## config.mk

```make
export PLATFORM = sky130hd
export DESIGN_NAME = rom_mac_ram
export DESIGN_NICKNAME = d
export VERILOG_FILES = /design/src/rtl/rom_mac_ram.sv
export SDC_FILE = /design/constraint.sdc
export NUM_CORES = 1
export LEC_CHECK = 0
export CELL_PAD_IN_SITES_DETAIL_PLACEMENT = 1
export CELL_PAD_IN_SITES_GLOBAL_PLACEMENT = 2
export CORE_UTILIZATION = 39
export CTS_CLUSTER_DIAMETER = 80
export DETAILED_ROUTE_END_ITERATION = 12
export PLACE_DENSITY_LB_ADDON = 0.1
export SLEW_MARGIN = 0
export SYNTH_ARGS = -nofsm -noshare
export SYNTH_HDL_FRONTEND = slang
export SYNTH_SLANG_ARGS = --single-unit
```

## constraint.sdc

```tcl
create_clock -name clk -period 3.9 [get_ports clk]
set_input_delay 0.78 -clock clk [delete_from_list [all_inputs] [get_ports clk]]
set_output_delay 0.78 -clock clk [all_outputs]
set_load 0.1 [all_outputs]
```

## src/rtl/rom_mac_ram.sv

```systemverilog
`default_nettype none
// +------------------------------------------------------------------------+
// | Module      : rom_mac_ram                                              |
// | Description : Sequenced ROM-operand multiplier that stores or          |
// |               accumulates the product into an internal RAM word and    |
// |               reads the written word back.                             |
// |               Optional macro ROM_MAC_SAT_EN: saturate the stored word  |
// |               to all-ones on accumulate overflow (default: wrap).      |
// | Revision    : 1.0 - initial release                                    |
// +------------------------------------------------------------------------+
module rom_mac_ram #(
  parameter int DATA_W = 4,
  parameter int ADDR_W = 3
) (
  input  logic                  clk,
  input  logic                  rst,
  input  logic                  start,
  input  logic                  mode,
  input  logic [ADDR_W-1:0]     adr1,
  input  logic [ADDR_W-1:0]     adr2,
  input  logic [ADDR_W-1:0]     adr_ram,
  output logic [2*DATA_W-1:0]   product,
  output logic [2*DATA_W-1:0]   result,
  output logic [3:0]            st_out,
  output logic                  busy,
  output logic                  done,
  output logic                  ovf
);

  localparam int c_pw    = 2 * DATA_W;
  localparam int c_depth = 1 << ADDR_W;

  typedef enum logic [3:0] {
    S_IDLE = 4'd0,
    S_RD1  = 4'd1,
    S_RD2  = 4'd2,
    S_MUL  = 4'd3,
    S_WR   = 4'd4,
    S_RDBK = 4'd5,
    S_DONE = 4'd6
  } state_t;

  state_t              r_state;
  state_t              w_next;
  // Registered copy of the sequencer state; st_out/busy/done are decoded
  // from it, so done appears on the edge after the sequencer leaves DONE's
  // entry and the next request can only be taken once IDLE is reached.
  logic [3:0]          r_st_q;

  logic [ADDR_W-1:0]   r_adr1;
  logic [ADDR_W-1:0]   r_adr2;
  logic [ADDR_W-1:0]   r_adr_ram;
  logic                r_mode;
  logic [DATA_W-1:0]   r_op_a;
  logic [DATA_W-1:0]   r_op_b;
  logic [c_pw-1:0]     r_product;
  logic [c_pw-1:0]     r_result;
  logic                r_ovf;
  logic [c_pw-1:0]     r_ram [c_depth];

  logic [c_pw-1:0]     w_mul;
  logic [c_pw-1:0]     w_ram_rd;
  logic [c_pw:0]       w_sum;
  logic                w_carry;
  logic [c_pw-1:0]     w_wr_data;

  // Constant ROM contents: word i holds i+1, wrapping at the operand width.
  function automatic logic [DATA_W-1:0] rom_word(input logic [ADDR_W-1:0] a);
    return DATA_W'(a) + DATA_W'(1);
  endfunction

  // Sequencer state register plus the one-cycle-delayed status copy.
  always_ff @(posedge clk or negedge rst) begin
    if (!rst) begin
      r_state <= S_IDLE;
      r_st_q  <= 4'd0;
    end else begin
      r_state <= w_next;
      r_st_q  <= r_state;
    end
  end

  // Next-state logic: fixed walk through the operation, start only in IDLE.
  always_comb begin
    w_next = S_IDLE;
    case (r_state)
      S_IDLE:  w_next = start ? S_RD1 : S_IDLE;
      S_RD1:   w_next = S_RD2;
      S_RD2:   w_next = S_MUL;
      S_MUL:   w_next = S_WR;
      S_WR:    w_next = S_RDBK;
      S_RDBK:  w_next = S_DONE;
      S_DONE:  w_next = S_IDLE;
      default: w_next = S_IDLE;
    endcase
  end

  // Write-data selection: plain store, or accumulate with wrap/saturate.
  always_comb begin
    w_mul     = {{DATA_W{1'b0}}, r_op_a} * {{DATA_W{1'b0}}, r_op_b};
    w_ram_rd  = r_ram[r_adr_ram];
    w_sum     = {1'b0, w_ram_rd} + {1'b0, r_product};
    w_carry   = w_sum[c_pw];
    w_wr_data = w_sum[c_pw-1:0];
    if (!r_mode) begin
      w_wr_data = r_product;
`ifdef ROM_MAC_SAT_EN
    end else if (w_carry) begin
      w_wr_data = '1;
`endif
    end
  end

  // Datapath: request capture, operand fetch, multiply, RAM write, readback.
  always_ff @(posedge clk or negedge rst) begin
    if (!rst) begin
      r_adr1    <= '0;
      r_adr2    <= '0;
      r_adr_ram <= '0;
      r_mode    <= 1'b0;
      r_op_a    <= '0;
      r_op_b    <= '0;
      r_product <= '0;
      r_result  <= '0;
      r_ovf     <= 1'b0;
      for (int i = 0; i < c_depth; i++) begin
        r_ram[i] <= '0;
      end
    end else begin
      case (r_state)
        S_IDLE: begin
          if (start) begin
            r_adr1    <= adr1;
            r_adr2    <= adr2;
            r_adr_ram <= adr_ram;
            r_mode    <= mode;
          end
        end
        S_RD1:  r_op_a    <= rom_word(r_adr1);
        S_RD2:  r_op_b    <= rom_word(r_adr2);
        S_MUL:  r_product <= w_mul;
        S_WR: begin
          r_ram[r_adr_ram] <= w_wr_data;
          r_ovf            <= r_mode & w_carry;
        end
        S_RDBK: r_result  <= w_ram_rd;
        default: ;
      endcase
    end
  end

  assign product = r_product;
  assign result  = r_result;
  assign ovf     = r_ovf;
  assign st_out  = r_st_q;
  assign busy    = (r_st_q != 4'd0);
  assign done    = (r_st_q == 4'd6);

endmodule
`default_nettype wire

```

Word-level counts from Yosys, hierarchy flattened:

Index checks and enable logic that the tools add are counted.
Widths: inputs -> output; s select.

* word-level logic and storage cells: 46
* memories: 0
* ROM bits: 0
* input bits: 13
* memory bits (writable): 0
* latch bits: 0
* output and inout port bits: 23
* register bits after elaboration: 107

* equal/unequal tests: 6
* bitwise gates (word level): 2
* shift-type cells: 0
* divide/modulo/power cells: 0
* reductions and logical operators: 4
* multiplexer cells: 9
* multipliers: 1
* $add $sub $neg: 3
* order comparisons: 2

Operator list (number)
* $bwmux 64: 1
* $mux 8: 4
* $bmux 8 s3: 1
* $demux 8 s3: 1
* $pmux 3 s6: 1
* $eq 4x3->1 const B: 3
* $add 8x8->9: 1
* $add 3x1->4 const B: 2
* $eq 4x2->1 const B: 2
* $mul 4x4->8: 1
* $eq 4x1->1 const B: 1
* $ge 4x4->1 const B: 1
* $logic_not 4->1: 1
* $lt 4x1->1 const B: 1
* $not 3->4: 1
* $reduce_bool 4->1: 1
* $reduce_and 2->1: 1
* $and 1x1->1: 1
* $logic_and 1x1->1: 1
* $mux 1: 1

Depth between registers and ports, before layout:

* depth after elaboration: 7
* mapped depth: 14
* gate-level depth less buffers: 12

Worst setup path before layout:

Ideal clock, no wire load.

* path kind: register to output
* start: register r_st_q[2] (netlist: st_out[2])
* end: output done
* buffers on the path: 0
* stages on the path, launching flop included: 3
* data arrival time: 2.306 ns
* setup slack: 0.814 ns
* required time: 3.120 ns
* cell sequence: dfrtp_1 nand2_1 nor2_1

* longest elaborated chain between the ends: 1

Ends and longest elaborated chain
* start, declared: RTL line 48 `logic [3:0] r_st_q;`
* start signal, assigned: RTL line 79 `r_st_q <= r_state;`
* $eq 4x3->1: RTL line 157 `assign done = (r_st_q == 4'd6);`
* end, declared: RTL line 26 `output logic done,`

No other way between the ends.

Worst setup path after layout:

* start: register r_adr_ram[2]
* end: register r_ram[55] (netlist bit)

* longest elaborated chain between the ends: 7
* elaborated cells between the ends (all ways): 12
* those cells by class: 1 x add/sub; 2 x order compare; 7 x mux; 1 x bitwise; 1 x reduce/logical

Ends and longest elaborated chain
* start, declared: RTL line 52 `logic [ADDR_W-1:0] r_adr_ram;`
* start signal, assigned: RTL line 135 `r_adr_ram <= adr_ram;`
* $not 3->4 (implied by the code): RTL line 101 `w_ram_rd = r_ram[r_adr_ram];`
* $bmux 8 s3: RTL line 101
* $mux 8 (implied by the code) (2 in series): RTL line 101
* net w_ram_rd[4]: RTL line 62 `logic [c_pw-1:0] w_ram_rd;`
* $add 8x8->9: RTL line 102 `w_sum = {1'b0, w_ram_rd} + {1'b0, r_product};`
* $mux 8: RTL line 105 `if (!r_mode) begin`
* $bwmux 64: RTL line 143 `r_ram[r_adr_ram] <= w_wr_data;`
* end signal, assigned by index: RTL line 143
* end, declared: RTL line 59 `logic [c_pw-1:0] r_ram [c_depth];`

The timed path passes the listed nets, and every way through them passes these cells. The select of a mux whose other input is x is not followed.
A chain may end at the register's enable or synchronous reset.

==> flow_metrics.env <==
export IMPL_ys_warn_count=0
export IMPL_cts_root_buf="clkbuf_16"
export IMPL_grt_pass1_vias=4013
export IMPL_clk_path_buf_depth=2
export IMPL_setup_worst_path_class="register to register"
export IMPL_total_power_mw=5.752
export IMPL_grt_max_degree=39
export IMPL_drtPass1Iterations=4
export IMPL_vias_per_cell=5.296
export IMPL_worstMarginPinSlew_ps=1042
export IMPL_synth_cell_area_mm2=0.005289
export IMPL_slew_violations=0
export IMPL_finalSetupViolations=0
export IMPL_syn2layout_area_growth_pct=16.35
export IMPL_yosysTopAreaCellShare_pct=49.68
export IMPL_status="complete, no violations"
export IMPL_pre_cts_ws_ps=591.5
export IMPL_htree_levels=3
export IMPL_dieArea_mm2=0.01403
export IMPL_fmax_mhz=299.2
export IMPL_syn_area_per_cell_um2=10.75
export IMPL_synth_area_leaders="dfrtp_1, mux2_2, o21ai_0, nand2_1, ha_1"
export IMPL_met1_length_um=6341
export IMPL_cp_start_kind="register"
export IMPL_dr_wl_met3_um=362
export IMPL_syn_nets=532
export IMPL_critical_path_required_ps=4140
export IMPL_slew_headroom_pct=29.78
export IMPL_cp_end_kind="register"
export IMPL_yosysSeqAreaShare_pct=49.68
export IMPL_ios=36
export IMPL_antenna_found_initial=0
export IMPL_postCtsSetupBuffers=0
export IMPL_finalWorstSetupSlack_ps=557.2
export IMPL_period_minus_slack_ps=3343
export IMPL_cp_max_fo=17
export IMPL_final_antenna_net_count=0
export IMPL_synth_largest_area_cell="dfrtp_1"
export IMPL_drt_iter0_drc=168
export IMPL_min_period_over_period_pct=85.71
export IMPL_finalSetupTns_ps=0
export IMPL_die_width_um=118.5
export IMPL_skew_ps=8.376
export IMPL_clock_latency_ps=360
export IMPL_power_density_mw_per_mm2=934.8
export IMPL_fill_cells=1458
export IMPL_portBuffers=34
export IMPL_synthCells=492
export IMPL_route_detailed_drc=0
export IMPL_nNetsFinal=571
export IMPL_synth_most_common_cell="dfrtp_1"
export IMPL_cts_buffers=9
export IMPL_synthTopCellsByCount="dfrtp_1, nand2_1, o21ai_0"
export IMPL_wl_met2_um=6971
export IMPL_post_cts_hold_buffer_count=0
export IMPL_antenna_cells=0
export IMPL_overflow=0
export IMPL_synth_distinct_cells=55
export IMPL_synth_edf_count=0
export IMPL_die_h_um=118.5
export IMPL_whs_ps=383.6
export IMPL_hpwl_um=10230
export IMPL_cts_tree="done"
export IMPL_track_usage_pct=21.56
export IMPL_wire_per_inst_um=19.44
export IMPL_core_area_mm2=0.01324
export IMPL_power_leakage_nw=2.807
export IMPL_ys_seq_elements=105
export IMPL_hold_viol_final=0
export IMPL_gp_congestion=0.8004
export IMPL_maxCapViolCount=0
export IMPL_clock_sinks=105
export IMPL_worstPathArrival_ps=3580
export IMPL_peakVddDrop_mv=0.5862
export IMPL_grt_pass1_wl_um=22620
export IMPL_std_cell_rows=42
export IMPL_rsz0062_at_grt="no"
export IMPL_synthFlopType="dfrtp_1"
export IMPL_start_util_pct=39.94
export IMPL_highest_layer="met4"
export IMPL_wl_um=13840
export IMPL_hold_path_class="input port to asynchronous set/reset pin"
export IMPL_drive_gt1_share_pct=15.86
export IMPL_path_clk_slew_ps=70
export IMPL_cts_resized=0
export IMPL_vias=3771
export IMPL_async_flop_share_pct=100.0
[placed cells by master (no fill, tap or decap), types with 5 or more instances in the layout]
cell               n
nor2b_1           11
mux2_2            34
mux4_2             5
clkbuf_16          9
dfrtp_1          105
nor2_1            18
buf_4             17
nand3_1           10
clkdlybuf4s50_1   33
nand2_1           82
inv_1             11
o21ai_0           64
ha_1              22
fa_1               5
a21oi_1           21
and2_1            14
[power by group]
part           leakage, nW  switching (mW)  total, mW  internal [mW]
Sequential            1.37           0.373       1.85           1.48
Combinational         1.28            1.87       2.97           1.10
Clock                0.149           0.417      0.934          0.517
[sequential cells by signal (all words and copies together) (netlist names), 4 cells and up]
| name | flops |
|---|---|
| result | 8 |
| r_op_b | 4 |
| r_op_a | 4 |
| r_ram | 64 |
| product | 8 |
[worst max-delay path, cell delays in order, from the launching register on]
cell	delay (ps)
dfrtp_1	590
buf_4	340
mux4_1	330
mux2_2	320
ha_1	370
a21o_1	220
and3b_1	200
o2111ai_1	180
nand3_1	290
mux2_2	370
[path summary, 6_finish.rpt]
kind / end / startpoint / slack [ps] / depth (start not counted)
worst max-delay path: r_ram[55]$_DFFE_PN0P_ / r_adr_ram[2]$_DFFE_PN0P_ / 560 / 9
worst min-delay path: r_ram[21]$_DFFE_PN0P_ / rst / 380 / 1
worst max register to register: r_ram[55]$_DFFE_PN0P_ / r_adr_ram[2]$_DFFE_PN0P_ / 560 / 9
worst min register to register: r_ram[34]$_DFFE_PN0P_ / r_ram[34]$_DFFE_PN0P_ / 480 / 2
max in group asynchronous: r_mode$_DFFE_PN0P_ / rst / 2670 / 2
min in group clk: r_ram[34]$_DFFE_PN0P_ / r_ram[34]$_DFFE_PN0P_ / 480 / 2
[cells by family after synthesis]
family	Yosys count	share of synthesized area [%]
AND/OR/NAND/NOR	157	14.08
AO/OA/AOI/OAI	114	12.73
flip-flops	105	49.68
multiplexers	47	11.90
buffers and inverters	33	3.123
adder cells (fa/ha/maj)	27	7.097
XOR/XNOR	8	1.325
other	1	0.07090
[metrics by stage]
step	instances	instance area (µm²)	util, %
floorplan	492	5289	-
global placement	696	5849	44.17
detailed placement	696	5849	44.17
CTS	712	6153	46.47
global route	712	6153	46.47
finish	712	6153	46.47
[layer usage]
metal  track usage [%]  vias up
met2             36.91       48
met4             5.538        0
met5                 0        -
li1                  -     1798
met1             28.20     1912
met3             3.861       13
[cell type report]
cell class | instances | area [µm²] | share of cell area, %
repair buffers | 50 | 457.9 | 7.442
inverters | 11 | 41.29 | 0.6710
multi-input cells | 354 | 2502 | 40.67
well taps | 176 | 220.2 | 3.579
clock inverters | 6 | 65.06 | 1.057
clock buffers | 10 | 239.0 | 3.884
flip-flops and latches | 105 | 2628 | 42.70
Power figures use the tool's default switching activity.
